$ cat src/rtl/ctrl_pkg.sv
// Shared control types for the audio serial path: operating word, WS channel
// state and the slot-length constants used by the Tx serializer.
package ctrl_pkg;

    typedef enum logic { I2S = 1'b0, MSB = 1'b1 } standard_t;
    typedef enum logic { f16bits = 1'b0, f32bits = 1'b1 } frame_size_t;
    typedef enum logic { MASTER = 1'b0, SLAVE = 1'b1 } mode_t;
    typedef enum logic [1:0] { IDLE = 2'd0, L = 2'd1, R = 2'd2 } ws_state_t;

    typedef struct packed {
        mode_t       mode;
        standard_t   standard;
        frame_size_t frame_size;
        logic        stop;
    } OP_t;

    localparam int F16_N = 16;
    localparam int F32_N = 32;

endpackage

$ cat src/rtl/tx_slot_counter.sv
// Bit index within the current L/R slot and slot-start detection; all state
// moves on the falling edge of the serial bit clock.
module tx_slot_counter
    import ctrl_pkg::*;
(
    input  logic        clk,
    input  logic        rst_,
    input  ws_state_t   ws_state,
    input  logic        stop,
    input  frame_size_t frame_size,
    output logic        slot_start
);

    logic [4:0] cnt_q, cnt_d;
    ws_state_t  prev_q, prev_d;
    logic       n16_q, n16_d;
    logic       active, changed, wrapped, is16_cur;
    logic [4:0] idx, idx_last;

    always_comb begin
        active   = (ws_state == L) || (ws_state == R);
        changed  = (ws_state != prev_q);
        wrapped  = n16_q ? (cnt_q[3:0] == 4'd0) : (cnt_q == 5'd0);
        // a state change and a wrap on the same cycle is one start
        slot_start = rst_ && active && !stop && (changed || wrapped);

        // a new slot uses the frame size presented at its start
        is16_cur = slot_start ? (frame_size == f16bits) : n16_q;
        idx      = changed ? 5'd0 : cnt_q;
        idx_last = is16_cur ? 5'(F16_N - 1) : 5'(F32_N - 1);

        cnt_d  = cnt_q;
        prev_d = prev_q;
        n16_d  = n16_q;
        if (ws_state == IDLE)
            cnt_d = 5'd0;
        else if (!stop)
            cnt_d = (idx == idx_last) ? 5'd0 : idx + 5'd1;
        if (!stop)
            prev_d = ws_state;
        if (slot_start)
            n16_d = (frame_size == f16bits);
    end

    always_ff @(negedge clk or negedge rst_) begin
        if (!rst_) begin
            cnt_q  <= 5'd0;
            prev_q <= IDLE;
            n16_q  <= 1'b0;
        end else begin
            cnt_q  <= cnt_d;
            prev_q <= prev_d;
            n16_q  <= n16_d;
        end
    end

endmodule

$ cat src/rtl/tx_serializer.sv
// Tx FIFO word to serial data: loads one word per slot, shifts MSB first and
// aligns the stream for MSB-justified or I2S (one-bit delayed) timing.
module tx_serializer
    import ctrl_pkg::*;
#(
    parameter int DW = 32
) (
    input  logic          clk,
    input  logic          rst_,
    input  OP_t           OP,
    input  ws_state_t     ws_state,
    input  logic [DW-1:0] tx_data,
    input  logic          tx_valid,
    output logic          tx_pop,
    output logic          sd,
    output logic          underrun
);

    logic        slot_start;
    logic        active, sd_pre;
    logic [31:0] word;
    logic [31:0] shift_q, shift_d;
    logic        dly_q, dly_d;
    logic        mode_unused;

    assign mode_unused = OP.mode;

    tx_slot_counter u_cnt (
        .clk        (clk),
        .rst_       (rst_),
        .ws_state   (ws_state),
        .stop       (OP.stop),
        .frame_size (OP.frame_size),
        .slot_start (slot_start)
    );

    always_comb begin
        active = (ws_state == L) || (ws_state == R);

        // an empty FIFO at slot start sends an all-zero slot
        word = 32'h0;
        if (tx_valid)
            word = (OP.frame_size == f16bits) ? {tx_data[15:0], 16'h0000} : tx_data[31:0];

        shift_d = shift_q;
        if (!active)
            shift_d = 32'h0;
        else if (slot_start)
            shift_d = word << 1;
        else if (!OP.stop)
            shift_d = shift_q << 1;

        sd_pre = 1'b0;
        if (active)
            sd_pre = slot_start ? word[31] : shift_q[31];

        // the delay register doubles as the held bit while stopped
        dly_d = OP.stop ? dly_q : sd_pre;

        sd = 1'b0;
        if (rst_)
            sd = (OP.standard == MSB && !OP.stop) ? sd_pre : dly_q;

        tx_pop   = slot_start && tx_valid;
        underrun = slot_start && !tx_valid;
    end

    always_ff @(negedge clk or negedge rst_) begin
        if (!rst_) begin
            shift_q <= 32'h0;
            dly_q   <= 1'b0;
        end else begin
            shift_q <= shift_d;
            dly_q   <= dly_d;
        end
    end

endmodule

$ cat config.mk
export PLATFORM = sky130hd
export DESIGN_NAME = tx_serializer
export DESIGN_NICKNAME = d
export VERILOG_FILES = /design/src/rtl/ctrl_pkg.sv /design/src/rtl/tx_slot_counter.sv /design/src/rtl/tx_serializer.sv
export SDC_FILE = /design/constraint.sdc
export NUM_CORES = 1
export LEC_CHECK = 0
export BUFFER_PORTS_ARGS = -buffer_cell sky130_fd_sc_hd__buf_2
export CAP_MARGIN = 5
export CELL_PAD_IN_SITES_DETAIL_PLACEMENT = 1
export CELL_PAD_IN_SITES_GLOBAL_PLACEMENT = 2
export CORE_ASPECT_RATIO = 1.2
export CORE_MARGIN = 1
export CORE_UTILIZATION = 30
export CTS_CLUSTER_SIZE = 24
export DETAILED_ROUTE_END_ITERATION = 12
export PLACE_DENSITY_LB_ADDON = 0.1
export SKIP_LAST_GASP = 1
export SLEW_MARGIN = 5
export SYNTH_ARGS = -nofsm -noshare
export SYNTH_HDL_FRONTEND = slang
export SYNTH_SLANG_ARGS = --single-unit
$ cat constraint.sdc
create_clock -name clk -period 3.6 [get_ports clk]
set_clock_uncertainty 0.2 [all_clocks]
set_input_delay 0.18 -clock clk [delete_from_list [all_inputs] [get_ports clk]]
set_output_delay 0.18 -clock clk [all_outputs]
set_load 0.005 [all_outputs]
Word level (Yosys, flattened, before mapping). Index checks and enable logic that the tools add are counted.

Bitwise logic cells: 1. Reduce and logical (&&, ||, !) cells: 13. Eq/ne operators: 6. Add/subtract/negate cells: 1. Mux-type cells: 16.

Operators with widths (number): $mux W32 (5); $mux W5 (5); $logic_and A1 B1 Y1 (6); $mux W1 (6); $add A5 B1 Y5 const B (1); $eq A5 B5 Y1 (1); $logic_not A5 Y1 (1); $logic_not A4 Y1 (1); $ne A3 B3 Y1 const B (1); $eq A2 B1 Y1 const B (1); $eq A2 B2 Y1 const B (1); $logic_not A1 Y1 (2); $logic_not A2 Y1 (1); $logic_or A1 B1 Y1 (2); $ne A2 B1 Y1 const B (1); $ne A2 B2 Y1 (1); $not A1 Y1 (1).

Register bits: 41. Input port bits: 41. Logic and storage cells: 42.

Longest topological paths before layout.
Depth after elaboration: 11. Mapped depth: 8. Mapped depth without buffers: 7.

Hierarchy. A second synthesis with hierarchy kept.

Cell total of the unflattened synthesis: 209. Area, all modules: 2232.1 sq um.

Modules (own cells, without submodules): tx_serializer (times used 1, seq. area each 800.8 sq um, cells an instance 142, area each 1675.4 sq um); tx_slot_counter (times used 1, seq. area each 200.2 sq um, cells an instance 67, area each 556.8 sq um).

==> impl_metrics.py <==
metrics = {
    "outcome": {
        "status": "finished with violations",
        "violations": "negative setup slack",
    },
    "synthesis": {
        "synth-simple-area-share": 0.206,
        "synthTopCellsByArea": "dfrtn_1, mux2_2, a221o_1",
        "synthAdderAreaFrac": 0.0109,
        "synth-seq-cells": 40,
        "synth_top_family_by_area": "compound AO/OA/AOI/OAI gates",
        "yosysMostFrequentCell": "dfrtn_1",
        "ys_async_sr_fraction": 1.00,
        "netlist-cell-type-count": 41,
        "synthFlopType": "dfrtn_1",
        "yosys_warnings": 0,
        "syn-mean-instance-area_um2": 9.90,
        "ys_top_cells_by_count": "dfrtn_1, o21ai_0, and3_1",
        "synth_compound_area_frac": 0.207,
        "ys_seq_area_frac": 0.434,
        "synth_area_um2": 2310,
        "synth.area.mux_share": 0.0874,
        "synth_edf_count": 0,
        "syn_nets": 276,
        "synth_top_area_frac": 0.434,
        "synth_top_area_cell": "dfrtn_1",
        "synthesis.instances": 233,
        "synth_xor_area_frac": 0.00760,
    },
    "floorplan": {
        "die_area_um2": 8040,
        "core_area_um2": 7360,
        "ios": 44,
        "die_w_um": 82.0,
        "start_util": 0.313,
        "die_y_um": 98.0,
        "rows": 34,
    },
    "route": {
        "via_per_inst": 5.33,
        "drt_wl_total_um": 6950,
        "ant_nets": 0,
        "routedWlPerCell_um": 17.8,
        "dr_total_vias": 2085,
        "drcViolationCount": 0,
        "first_pass_iters": 4,
        "drt_iter0_drc": 110,
    },
    "layout": {
        "final_core_util": 0.426,
        "drive_above_1_share": 0.419,
        "nets": 343,
        "fillerInstances": 857,
        "stdcell_area_um2": 3130,
        "multiInputGateArea_um2": 1290,
        "diodes": 0,
        "ff_latch_area_um2": 1000,
        "area_growth_pct": 35.9,
    },
    "placed_design": {
        "gp_congestion": 0.742,
        "hpwl_um": 5200,
        "place.port_buffers": 42,
        "dpl_cell_area_um2": 2900,
    },
    "timing": {
        "worstMarginPinSlew_ns": 0.480,
        "setup_violations": 3,
        "fin_ws_ns": -0.673,
        "report.final.slew_viol_count": 0,
        "slew_headroom": 0.680,
        "rsz0062_at_grt": "yes",
        "finalHoldViolCount": 0,
    },
    "power_and_ir_drop": {
        "p_per_area_nw_per_um2": 388,
        "p_total_mw": 1.21,
        "ir_drop_mv": 0.135,
        "p_leak_nw": 1.45,
    },
    "clocking": {
        "clk_path_buf_depth": 2,
        "insertion_delay_ns": 0.30,
        "cts_hold_buf": 0,
        "numCtsBuffers": 5,
        "cts_root_buffer": "clkbuf_8",
        "clkTransAtPathRegs_ns": 0.06,
        "cts_sinks": 40,
        "htreeDepth": 2,
        "cts_tree": "built",
    },
    "global_routing": {
        "grt_util_all_layers": 0.192,
        "met1_usage": 0.254,
        "grt_util_met3": 0.0364,
        "grt_pass1_vias": 2235,
        "met2_usage": 0.318,
        "grt_max_degree": 36,
        "busiest_layer": "met2",
        "antenna_found_initial": 0,
        "grt-ovfl-total": 0,
        "grt_pass1_wl_um": 11700,
    },
    "setup_path": {
        "cp-start-kind": "register",
        "crit_fanout": 2,
        "crit_type": "register to output port",
        "cp-end-kind": "output port",
        "critPathArrivalTime_ns": 3.89,
        "critPathBufInv": 1,
        "max_stage_delay_ns": 0.55,
        "cpLargestDelayFamily": "simple AND/OR/NAND/NOR gates",
        "cp_cell_sequence": "or4_4 > o21bai_4 > a21oi_4 > mux2_4 > a21oi_2 > buf_2",
        "required_ns": 3.22,
        "crit_slowest_cell": "or4_4",
    },
    "hold_path": {
        "hp-class": "register to register",
    },
    "run": {
        "max_cap_violations": 0,
    },
}
tightest hold or removal path, stage by stage (launching register included):
cell and delay (ns):
dfrtn_1 0.40, nand2_1 0.05, o21ai_0 0.06
routing by layer:
metal	wire, um	share of wire	vias up
li1	-	-	1012
met1	3120	0.45	1022
met2	3480	0.50	43
met3	270	0.039	8
met4	77	0.011	0
met5	0	0	-
through the flow:
step,setup WS [ns],cells,TNS [ns],hold slack (ns)
floorplan,-0.321,233,-0.829,0.208
global placement,-0.383,377,-8.63,0.227
detailed placement,-0.429,377,-10.13,0.232
CTS,-0.718,390,-2.03,0.234
global route,-0.722,391,-2.23,0.255
finish,-0.673,391,-1.85,0.231
path summary, 6_finish.rpt:
path                                       startpoint                       to  slack (ns)  depth (start not counted)
setup / recovery           u_cnt.cnt_q[1]$_DFFE_NN0P_                       sd       -0.67                          6
hold / removal                      dly_q$_DFFE_NN0N_        dly_q$_DFFE_NN0N_        0.23                          2
setup reg to reg           u_cnt.cnt_q[1]$_DFFE_NN0P_   shift_q[2]$_DFFE_NN0P_        1.22                          8
hold reg to reg                     dly_q$_DFFE_NN0N_        dly_q$_DFFE_NN0N_        0.23                          2
max in group asynchronous                        rst_  shift_q[20]$_DFFE_NN0P_        1.34                          2
min in group asynchronous                        rst_  shift_q[17]$_DFFE_NN0P_        1.34                          2
flip-flops by register name, summed over array words and instances, names as in the netlist:
signal        flops
shift_q          31
u_cnt.cnt_q       5
u_cnt.prev_q      2
dly_q             1
u_cnt.n16_q       1
placed cells by master (no fill, tap or decap), types with 2 or more instances in the layout:
cell      Yosys  final
buf_4         2     32
dfrtn_1      40     40
nor3_1        3      3
o21ai_0      20     20
nand2_1       9      8
buf_2         4     40
nand2b_1     15     15
nor2_1        6      5
inv_1         4      2
nand3_1      17     17
clkbuf_8      1      7
a21oi_2       0      2
a21oi_1       5      3
and3_1       18     17
buf_12        0      5
mux2_2       17     16
a31oi_1      17     17
a221o_1      16     16
xnor2_4       0      2
layout make-up:
| class | instances | share of cell area |
|---|---|---|
| Multi-Input combinational cell | 170 | 0.413 |
| Sequential cell | 40 | 0.319 |
| Timing Repair Buffer | 79 | 0.181 |
| Tap cell | 90 | 0.0359 |
| Clock buffer | 7 | 0.0308 |
| Inverter | 4 | 0.0104 |
| Clock inverter | 1 | 0.00958 |
where the power goes:
group | internal, mW | switching, mW | total [mW] | leakage (nW)
clock network | 0.245 | 0.172 | 0.417 | 0.0645
logic | 0.152 | 0.141 | 0.293 | 0.846
registers | 0.484 | 0.0207 | 0.504 | 0.536
total | 0.881 | 0.334 | 1.21 | 1.45
logic make-up after synthesis:
group                    count (synthesis)
AND/OR/NAND/NOR                         81
multiplexers                            18
flip-flops                              40
AO/OA/AOI/OAI                           67
adder cells (fa/ha/maj)                  2
XOR/XNOR                                 2
buffers and inverters                   23
timing repair:
| item | CTS | global route |
|---|---|---|
| cloned | 0 | 0 |
| setup endpoints to repair | 19 | 19 |
| pin swaps | 2 | 5 |
| resized for setup | 5 | 9 |
| buffers inserted | 5 | 1 |
Note: power is estimated with default switching activity, not from simulation.
